<file path="config.mk">
export PLATFORM = sky130hd
export DESIGN_NAME = cap_pixpack_flat
export DESIGN_NICKNAME = d
export VERILOG_FILES = /design/src/rtl/cap_pixpack_pkg.sv /design/src/rtl/cap_pixpack_if.sv /design/src/rtl/cap_pixpack_pair.sv /design/src/rtl/cap_pixpack.sv /design/src/flat_wrapper.sv
export SDC_FILE = /design/constraint.sdc
export NUM_CORES = 1
export LEC_CHECK = 0
export ABC_AREA = 1
export CAP_MARGIN = 20
export CORE_MARGIN = 8
export CORE_UTILIZATION = 33
export DETAILED_ROUTE_END_ITERATION = 10
export SYNTH_ARGS = -nofsm -noshare
export SYNTH_HDL_FRONTEND = slang
export SYNTH_SLANG_ARGS = --single-unit
</file>
<file path="constraint.sdc">
create_clock -name ACLK -period 1.62 [get_ports ACLK]
set_input_delay 0.486 -clock ACLK [delete_from_list [all_inputs] [get_ports ACLK]]
set_output_delay 0.486 -clock ACLK [all_outputs]
set_load 0.01 [all_outputs]
</file>
<file path="src/rtl/cap_pixpack_pkg.sv">
// Shared constants, encodings and frame-size lookup for the capture pixel packer.
package cap_pkg;

  localparam int unsigned CAP_PIX_W = 24;
  localparam int unsigned CAP_CNT_W = 21;

  typedef enum logic [1:0] {
    RES_640X480   = 2'd0,
    RES_800X600   = 2'd1,
    RES_1024X768  = 2'd2,
    RES_1280X1024 = 2'd3
  } cap_resol_e;

  typedef enum logic [1:0] {
    S_IDLE   = 2'd0,
    S_WAITVS = 2'd1,
    S_CAP    = 2'd2
  } cap_state_e;

  function automatic logic [CAP_CNT_W-1:0] frame_total(input logic [1:0] resol);
    case (cap_resol_e'(resol))
      RES_640X480:  frame_total = CAP_CNT_W'(307200);
      RES_800X600:  frame_total = CAP_CNT_W'(480000);
      RES_1024X768: frame_total = CAP_CNT_W'(786432);
      default:      frame_total = CAP_CNT_W'(1310720);
    endcase
  endfunction

endpackage

</file>
<file path="src/rtl/cap_pixpack_if.sv">
// FIFO write-side bundle between the pixel packer and the capture FIFO.
interface cap_pixpack_if
  import cap_pkg::*;
#(
  parameter int unsigned PIX_W = CAP_PIX_W
);
  logic               FIFO_WR;
  logic [2*PIX_W-1:0] FIFO_DIN;
  logic               FIFO_FULL;

  modport master (output FIFO_WR, output FIFO_DIN, input FIFO_FULL);
  modport slave  (input FIFO_WR, input FIFO_DIN, output FIFO_FULL);
endinterface

</file>
<file path="src/rtl/cap_pixpack_pair.sv">
// Pixel pairing stage: joins consecutive accepted pixels into one FIFO word and
// closes a half-filled pair with a zero upper pixel.
module cap_pixpack_pair
  import cap_pkg::*;
#(
  parameter int unsigned PIX_W = CAP_PIX_W
) (
  input  logic               clk,
  input  logic               rst_n,
  input  logic               pix_vld,
  input  logic [PIX_W-1:0]   pix_data,
  input  logic               fifo_full,
  output logic               wr,
  output logic [2*PIX_W-1:0] din,
  output logic               drop
);

  logic               phase_q, phase_d;
  logic               pend_q, pend_d;
  logic               wr_q, wr_d;
  logic [PIX_W-1:0]   lo_q, lo_d;
  logic [PIX_W-1:0]   hi_q, hi_d;
  logic [2*PIX_W-1:0] din_q, din_d;

  always_comb begin
    phase_d = phase_q;
    lo_d    = lo_q;
    hi_d    = hi_q;
    pend_d  = 1'b0;
    // Any cycle without an accepted pixel flushes a pending half; covers DE gaps,
    // VSYNC aborts and leaving capture.
    if (pix_vld) begin
      if (!phase_q) begin
        lo_d    = pix_data;
        phase_d = 1'b1;
      end else begin
        hi_d    = pix_data;
        pend_d  = 1'b1;
        phase_d = 1'b0;
      end
    end else if (phase_q) begin
      hi_d    = '0;
      pend_d  = 1'b1;
      phase_d = 1'b0;
    end
    wr_d  = pend_q & ~fifo_full;
    din_d = pend_q ? {hi_q, lo_q} : din_q;
  end

  assign drop = pend_q & fifo_full;
  assign wr   = wr_q;
  assign din  = din_q;

  always_ff @(posedge clk or negedge rst_n) begin
    if (!rst_n) begin
      phase_q <= 1'b0;
      pend_q  <= 1'b0;
      wr_q    <= 1'b0;
      lo_q    <= '0;
      hi_q    <= '0;
      din_q   <= '0;
    end else begin
      phase_q <= phase_d;
      pend_q  <= pend_d;
      wr_q    <= wr_d;
      lo_q    <= lo_d;
      hi_q    <= hi_d;
      din_q   <= din_d;
    end
  end

endmodule

</file>
<file path="src/rtl/cap_pixpack.sv">
// Capture pixel packer: frames RGB video by VSYNC/CAPON, counts pixels against the
// latched frame size and feeds packed pixel pairs to the capture FIFO.
module cap_pixpack
  import cap_pkg::*;
#(
  parameter int unsigned PIX_W     = CAP_PIX_W,
  parameter int unsigned CNT_W     = CAP_CNT_W,
  // Right-shift applied to frame totals; nonzero only to build short frames.
  parameter int unsigned TOT_SHIFT = 0
) (
  input  logic             ACLK,
  input  logic             ARSTN,
  input  logic [1:0]       RESOL,
  input  logic             CAPON,
  input  logic             VIN_VSYNC,
  input  logic             VIN_DE,
  input  logic [PIX_W-1:0] VIN_DATA,
  cap_pixpack_if.master    fifo,
  output logic             BUSY,
  output logic             FRAME_DONE,
  output logic             OVERFLOW,
  output logic             FRAME_ERR
);

  cap_state_e       state_q, state_d;
  logic [1:0]       resol_q, resol_d;
  logic [CNT_W-1:0] cnt_q, cnt_d;
  logic [CNT_W-1:0] total;
  logic             vs_q, vs_d;
  logic             done_q, done_d;
  logic             ovf_q, ovf_d;
  logic             err_q, err_d;
  logic             busy_q, busy_d;
  logic             vs_rise, pix_vld, drop;

  assign vs_rise = VIN_VSYNC & ~vs_q;
  assign pix_vld = (state_q == S_CAP) & VIN_DE & ~vs_rise;
  assign total   = CNT_W'(frame_total(resol_q) >> TOT_SHIFT);

  cap_pixpack_pair #(.PIX_W(PIX_W)) u_pair (
    .clk      (ACLK),
    .rst_n    (ARSTN),
    .pix_vld  (pix_vld),
    .pix_data (VIN_DATA),
    .fifo_full(fifo.FIFO_FULL),
    .wr       (fifo.FIFO_WR),
    .din      (fifo.FIFO_DIN),
    .drop     (drop)
  );

  always_comb begin
    state_d = state_q;
    resol_d = resol_q;
    cnt_d   = cnt_q;
    vs_d    = VIN_VSYNC;
    done_d  = 1'b0;
    err_d   = err_q;
    ovf_d   = ovf_q | drop;
    case (state_q)
      S_IDLE: begin
        if (!CAPON) begin
          ovf_d = 1'b0;
          err_d = 1'b0;
        end else begin
          state_d = S_WAITVS;
        end
      end
      S_WAITVS: begin
        if (!CAPON) begin
          state_d = S_IDLE;
        end else if (vs_rise) begin
          resol_d = RESOL;
          cnt_d   = '0;
          state_d = S_CAP;
        end
      end
      S_CAP: begin
        // A VSYNC rise before the full count aborts the frame and restarts in place.
        if (vs_rise) begin
          err_d  = 1'b1;
          done_d = 1'b1;
          if (CAPON) begin
            resol_d = RESOL;
            cnt_d   = '0;
          end else begin
            state_d = S_IDLE;
          end
        end else if (VIN_DE) begin
          cnt_d = cnt_q + CNT_W'(1);
          if (cnt_d == total) begin
            done_d  = 1'b1;
            state_d = CAPON ? S_WAITVS : S_IDLE;
          end
        end
      end
      default: state_d = S_IDLE;
    endcase
    busy_d = (state_d == S_CAP);
  end

  always_ff @(posedge ACLK or negedge ARSTN) begin
    if (!ARSTN) begin
      state_q <= S_IDLE;
      resol_q <= '0;
      cnt_q   <= '0;
      vs_q    <= 1'b0;
      done_q  <= 1'b0;
      ovf_q   <= 1'b0;
      err_q   <= 1'b0;
      busy_q  <= 1'b0;
    end else begin
      state_q <= state_d;
      resol_q <= resol_d;
      cnt_q   <= cnt_d;
      vs_q    <= vs_d;
      done_q  <= done_d;
      ovf_q   <= ovf_d;
      err_q   <= err_d;
      busy_q  <= busy_d;
    end
  end

  assign BUSY       = busy_q;
  assign FRAME_DONE = done_q;
  assign OVERFLOW   = ovf_q;
  assign FRAME_ERR  = err_q;

endmodule
</file>
<file path="src/flat_wrapper.sv">
// flat-port wrapper written by rule: the top's interface ports become plain ports
module cap_pixpack_flat import cap_pkg::*;
#(
  parameter int unsigned PIX_W     = CAP_PIX_W,
  parameter int unsigned CNT_W     = CAP_CNT_W,
                                                                             
  parameter int unsigned TOT_SHIFT = 0
)
  (ACLK, ARSTN, RESOL, CAPON, VIN_VSYNC, VIN_DE, VIN_DATA, BUSY, FRAME_DONE, OVERFLOW, FRAME_ERR, fifo_FIFO_WR, fifo_FIFO_DIN, fifo_FIFO_FULL);
  cap_pixpack_if #(.PIX_W(PIX_W)) fifo_i ();
  input  logic ACLK;
  input  logic ARSTN;
  input  logic [1:0] RESOL;
  input  logic CAPON;
  input  logic VIN_VSYNC;
  input  logic VIN_DE;
  input  logic [PIX_W-1:0] VIN_DATA;
  output logic BUSY;
  output logic FRAME_DONE;
  output logic OVERFLOW;
  output logic FRAME_ERR;
  output wire logic [$bits(fifo_i.FIFO_WR)-1:0] fifo_FIFO_WR;
  output wire logic [$bits(fifo_i.FIFO_DIN)-1:0] fifo_FIFO_DIN;
  input wire logic [$bits(fifo_i.FIFO_FULL)-1:0] fifo_FIFO_FULL;
  assign fifo_FIFO_WR = fifo_i.FIFO_WR;
  assign fifo_FIFO_DIN = fifo_i.FIFO_DIN;
  assign fifo_i.FIFO_FULL = fifo_FIFO_FULL;
  cap_pixpack #(.PIX_W(PIX_W), .CNT_W(CNT_W), .TOT_SHIFT(TOT_SHIFT)) u_core (.ACLK(ACLK), .ARSTN(ARSTN), .RESOL(RESOL), .CAPON(CAPON), .VIN_VSYNC(VIN_VSYNC), .VIN_DE(VIN_DE), .VIN_DATA(VIN_DATA), .fifo(fifo_i), .BUSY(BUSY), .FRAME_DONE(FRAME_DONE), .OVERFLOW(OVERFLOW), .FRAME_ERR(FRAME_ERR));
endmodule
</file>
# Word level (Yosys, flattened, before mapping)
# Cells that the tools add are included.
# word_totals
inputBits	32
register_bits	129
output_inout_bits	53
# classes
eq_ne	13
add_sub_neg	1
muxes	36
reduce_logical	8
n_bitwise	10
# ops
cell	count
two-way mux 21 bit	5
two-way mux 24 bit	3
one-hot mux 21 bit (3 select lines)	1
one-hot mux 21 bit (2 select lines)	1
two-way mux 2 bit	11
adder 21 x 1 -> 21 bit, second input constant	1
== test 21 bit	1
two-way mux 1 bit	12
AND reduction 5 bit	2
== test 2 bit, second input constant	3
!= test 2 bit, second input constant	3
one-hot mux 2 bit (3 select lines)	1
AND 1 bit	5
== test 2 x 1 -> 1 bit, second input constant	2
logical NOT 2 bit	2
!= test 2 x 1 -> 1 bit, second input constant	2
inverter 1 bit	4
one-hot mux 2 bit (2 select lines)	1
nonzero test 2 bit	2
!= test 3 x 2 -> 1 bit, second input constant	1
!= test 3 bit, second input constant	1
AND reduction 3 bit	1
one-hot mux 1 bit (2 select lines)	1
AND reduction 2 bit	1
bitwise OR 1 bit	1

# Longest topological paths before layout
# logic_depth
ltp_word	8
depth_mapped	15
mapped_depth_nobuf	15

# By module
# Synthesis repeated with hierarchy kept, for this count alone.
# hier_totals
hier_cells	717
hier_area_um2	5746.8
# by_module_without_submodules
module	seq_area_each_um2	area_per_inst_um2	cells_each	n_inst
cap_pixpack_pair	2477.4	3824.9	420	1
cap_pixpack	750.7	1921.8	297	1

# Worst setup path after synthesis
# No wires, ideal clock.
# synth_path
kind	reg-to-reg
start	register u_core.cnt_q[0]
end	register u_core.busy_q, in the netlist u_core.BUSY
setup_time_ns	0.122
slack_ns	-0.173
required_ns	1.498
arrival_time_ns	1.671
n_path_buf	0
path_stages_with_launch	14
cell_sequence	dfrtp_1 ha_1 nand2_2 nor2_4 nand2_2 nor2_4 nand2_1 nand2_1 nand2_2 xor2_1 nor2_2 nand2_1 nand2_1 nand2_1
# synth_via
elab_chain_cells	7
# synth_lines
item	line	rtl
start, declared	cap_pixpack.sv:27	logic [CNT_W-1:0] cnt_q, cnt_d;
start signal, assigned	cap_pixpack.sv:114	cnt_q <= cnt_d;
adder 21 x 1 -> 21 bit	cap_pixpack.sv:89	cnt_d = cnt_q + CNT_W'(1);
== test 21 bit	cap_pixpack.sv:90	if (cnt_d == total) begin
two-way mux 2 bit	cap_pixpack.sv:90	
two-way mux 2 bit	cap_pixpack.sv:88	end else if (VIN_DE) begin
two-way mux 2 bit	cap_pixpack.sv:79	if (vs_rise) begin
one-hot mux 2 bit (3 select lines)	cap_pixpack.sv:59	case (state_q)
== test 2 bit	cap_pixpack.sv:98	busy_d = (state_d == S_CAP);
named net u_core.busy_d	cap_pixpack.sv:33	logic busy_q, busy_d;
end signal, assigned	cap_pixpack.sv:119	busy_q <= busy_d;
end, declared	cap_pixpack.sv:33	
# The timed path passes the listed nets, and every way through them passes these cells.
# A chain may end at the register's enable or synchronous reset.

# Worst setup path in the final report
# layout_path
start	register u_core.cnt_q[1]
end	register u_core.state_q[0]
# layout_via
elab_chain_cells	6
# layout_lines
item	line	rtl
adder 21 x 1 -> 21 bit	cap_pixpack.sv:89	
== test 21 bit	cap_pixpack.sv:90	
two-way mux 2 bit	cap_pixpack.sv:90	
two-way mux 2 bit	cap_pixpack.sv:88	
two-way mux 2 bit	cap_pixpack.sv:79	
one-hot mux 2 bit (3 select lines)	cap_pixpack.sv:59	
named net u_core.state_d[0]	cap_pixpack.sv:25	cap_state_e state_q, state_d;
end signal, assigned	cap_pixpack.sv:112	state_q <= state_d;
end, declared	cap_pixpack.sv:25	
# The timed path passes the listed nets, and every way through them passes these cells.

==> flow_summary.ini <==
[sta]
clock-skew-final_ns = 0.00803
min_period_ns = 1.98
hold_ws_ns = 0.245
finalSetupViolations = 10
finalSetupTns_ns = -1.58
worstMarginPinSlew_ns = 0.404
relSlewSlack_pct = 73.1
rsz0062_at_grt = true
finalCritPeriodShare_pct = 122
hold_viol = 0
finalWorstSetupSlack_ns = -0.359
max_freq_mhz = 505
maxSlewViolCount = 0

[yosys]
synth-compound-area-share_pct = 7.59
synth_common_cells = 268 x nand2_1, 129 x dfrtp_1, 67 x inv_1, 60 x o21ai_0, 49 x nand3_1
ys_seq_area_share_pct = 56.8
yosysTopAreaCellShare_pct = 56.8
ys_async_sr_fraction_pct = 100
synth_warnings = 0
yosys_most_used_dff = dfrtp_1
synthesis.nets = 727
synthXorXnorAreaFrac_pct = 0.154
synth.area.top_cells = dfrtp_1 57%, nand2_1 18%, o21ai_0 5.3%
yosys.area_share.simple_pct = 28.6
synth_top_cell_by_area = dfrtp_1
netlist_instances = 693
synth.most_common_cell = nand2_1
synth_edf_count = 0
synth-adder-area-share_pct = 0.440
synth.avg_cell_area_um2 = 8.21
synth_mux_area_share_pct = 0
ys_types = 25
synth-seq-cells = 129
syn_area_mm2 = 0.00569
synth_top_family_by_area = simple AND/OR/NAND/NOR gates

[power_and_ir_drop]
p_per_area_mw_per_mm2 = 1510
swShare_pct = 31.6
p_int_mw = 8.27
clkPwrFrac_pct = 31.5
finalPower_mw = 12.1
ir_drop_mv = 0.752
switching_power_mw = 3.81
leakagePower_nw = 4.01
power_frac_comb_pct = 27.3
seq_power_share_pct = 41.2

[global_route]
grt_max_degree = 68
antenna_found_initial = 0
grt_usage_pct = 13.9
grt_pass1_vias = 4636
gr-total-overflow = 0
grt_pass1_wl_mm = 24.2

[setup_path]
cp_top_family = simple AND/OR/NAND/NOR gates
worst_setup_path_end_kind = flip-flop
crit_slowest_cell = dfrtp_1
arrival_ns = 2.33
path_class = reg -> reg
cp_max_fo = 5
crit_chain = ha_4 > nand2_4 > nor2_4 > nand3_2 > o21ai_1 > nand2_1 > nor2_2 > nand3_1 > nor2_2 > buf_4 > nand3_1 > nand2_1
cp-start-kind = flip-flop
critical_path.max_stage_delay_ns = 0.41
path_buf_inv = 1
critical_path_required_ns = 1.97

[drt]
routedWlPerCell_um = 13.7
drc = 0
via_per_inst = 4.49
drt_wl_total_mm = 14.8
ant_nets = 0
drtIter0Drc = 198
vias = 4845
drt_pass1_iterations = 5

[flow_run]
max_cap_viol_count = 0

[finish]
fin_nets = 876
antenna_cells = 0
layoutNonFillerInstCount = 1080
fin_util_pct = 47.0
drive_above_1_share_pct = 17.3
finalInstanceArea_mm2 = 0.00802
area_delta_synth_final_pct = 41.0

[place]
dp_cells = 1032
dp_hpwl_mm = 10.1
post-place-ws_ns = -0.525
io_buffers = 84
post_dp_cell_area_mm2 = 0.00720
routabilityCongestion = 0.803

[clocking]
cts_sinks = 129
cts_max_level = 4
cts-root-buf = clkbuf_16
clk_path_buf_depth = 2
insertion_delay_ns = 0.41
clkSlewWorstSetupHoldPaths_ns = 0.06
cts_buffers = 17
cts_tree = yes

[die]
die_area_mm2 = 0.0217
die_width_um = 147
fp-row-count = 48
initial_core_util_pct = 33.3
die_height_um = 147
io_pins = 85
core_area_mm2 = 0.0171

[outcome]
violations = negative setup slack
status = complete, but fails checks

[hold_path]
hold_path.class = in -> reg
-- registers in the layout, summed over array words and instances, names as in the netlist --
signal and flops:
u_core.vs_q 1, u_core.FRAME_DONE 1, u_core.BUSY 1, u_core.u_pair.din 48, u_core.u_pair.lo_q 24, u_core.resol_q 2
u_core.cnt_q 21, u_core.FRAME_ERR 1, u_core.u_pair.phase_q 1, u_core.OVERFLOW 1, u_core.u_pair.pend_q 1, u_core.u_pair.hi_q 24
u_core.u_pair.wr 1, u_core.state_q 2
-- final timing paths --
| check | start | depth (start not counted) | to | slack [ns] |
|---|---|---|---|---|
| setup / recovery | u_core.cnt_q[1] | 12 | u_core.state_q[0] | -0.36 |
| hold / removal | VIN_VSYNC | 1 | u_core.vs_q | 0.24 |
| setup reg to reg | u_core.cnt_q[1] | 12 | u_core.state_q[0] | -0.36 |
| hold reg to reg | u_core.u_pair.din[8] | 2 | u_core.u_pair.din[8] | 0.46 |
| max in group asynchronous | ARSTN | 3 | u_core.vs_q | 0.61 |
| min in group asynchronous | ARSTN | 2 | u_core.u_pair.din[35] | 0.44 |
-- layout make-up --
cell class | instances | area [um^2]
clock buffers | 21 | 470
clock inverters | 11 | 131
fillers | 1672 | 9040
inverters | 71 | 267
multi-input cells | 468 | 2190
flip-flops and latches | 129 | 3230
well taps | 225 | 282
repair buffers | 155 | 1450
-- logic make-up after synthesis --
family / count (synthesis)
AO/OA/AOI/OAI: 82
XOR/XNOR: 1
flip-flops: 129
adder cells (fa/ha/maj): 2
AND/OR/NAND/NOR: 383
buffers and inverters: 96
-- metal layers --
layer | track usage (%) | wire length, um
met4 | 4.33 | 209
met2 | 21.9 | 7030
met3 | 4.00 | 775
met5 | 0 | 0
met1 | 17.9 | 6830
-- power by group through the flow --
stage	clock (mW)	sequential, mW	combinational (mW)
after global placement	0	5.00	3.47
final	3.81	4.98	3.29
after global routing	4.04	5.11	3.74
after CTS	3.90	4.96	3.28
after floorplan	0	5.17	1.37
after detailed placement	0	5.03	3.51
-- placed cells by master, fill, tap and decap left out, types with 2 or more instances in the layout --
| cell type | count |
|---|---|
| buf_6 | 6 |
| inv_1 | 63 |
| clkinvlp_4 | 3 |
| nand4_1 | 7 |
| buf_4 | 57 |
| nand2_2 | 7 |
| dlygate4sd2_1 | 49 |
| clkdlybuf4s15_1 | 4 |
| bufinv_16 | 2 |
| nor2_1 | 31 |
| a21oi_1 | 4 |
| nand2_4 | 3 |
| clkbuf_8 | 3 |
| nor2_4 | 12 |
| nand3_1 | 47 |
| inv_2 | 7 |
| nand3_2 | 4 |
| o22ai_1 | 13 |
| o22ai_2 | 2 |
| nand2_1 | 264 |
| clkinv_4 | 5 |
| nor2_2 | 5 |
| dfrtp_1 | 128 |
| buf_12 | 6 |
| clkbuf_16 | 18 |
| o21ai_1 | 4 |
| nor3_1 | 2 |
| o21ai_0 | 56 |
| clkdlybuf4s50_1 | 29 |
-- timing repair --
item / CTS / global route
hold buffers: 1 / 0
buffers inserted: 7 / 7
gates resized for setup: 64 / 31
cloned: 2 / 1
pin swaps: 7 / 22
endpoints found under the setup margin: 92 / 77
endpoints found under the hold margin: 5 / 0
Note: power is estimated with default switching activity, not from simulation.
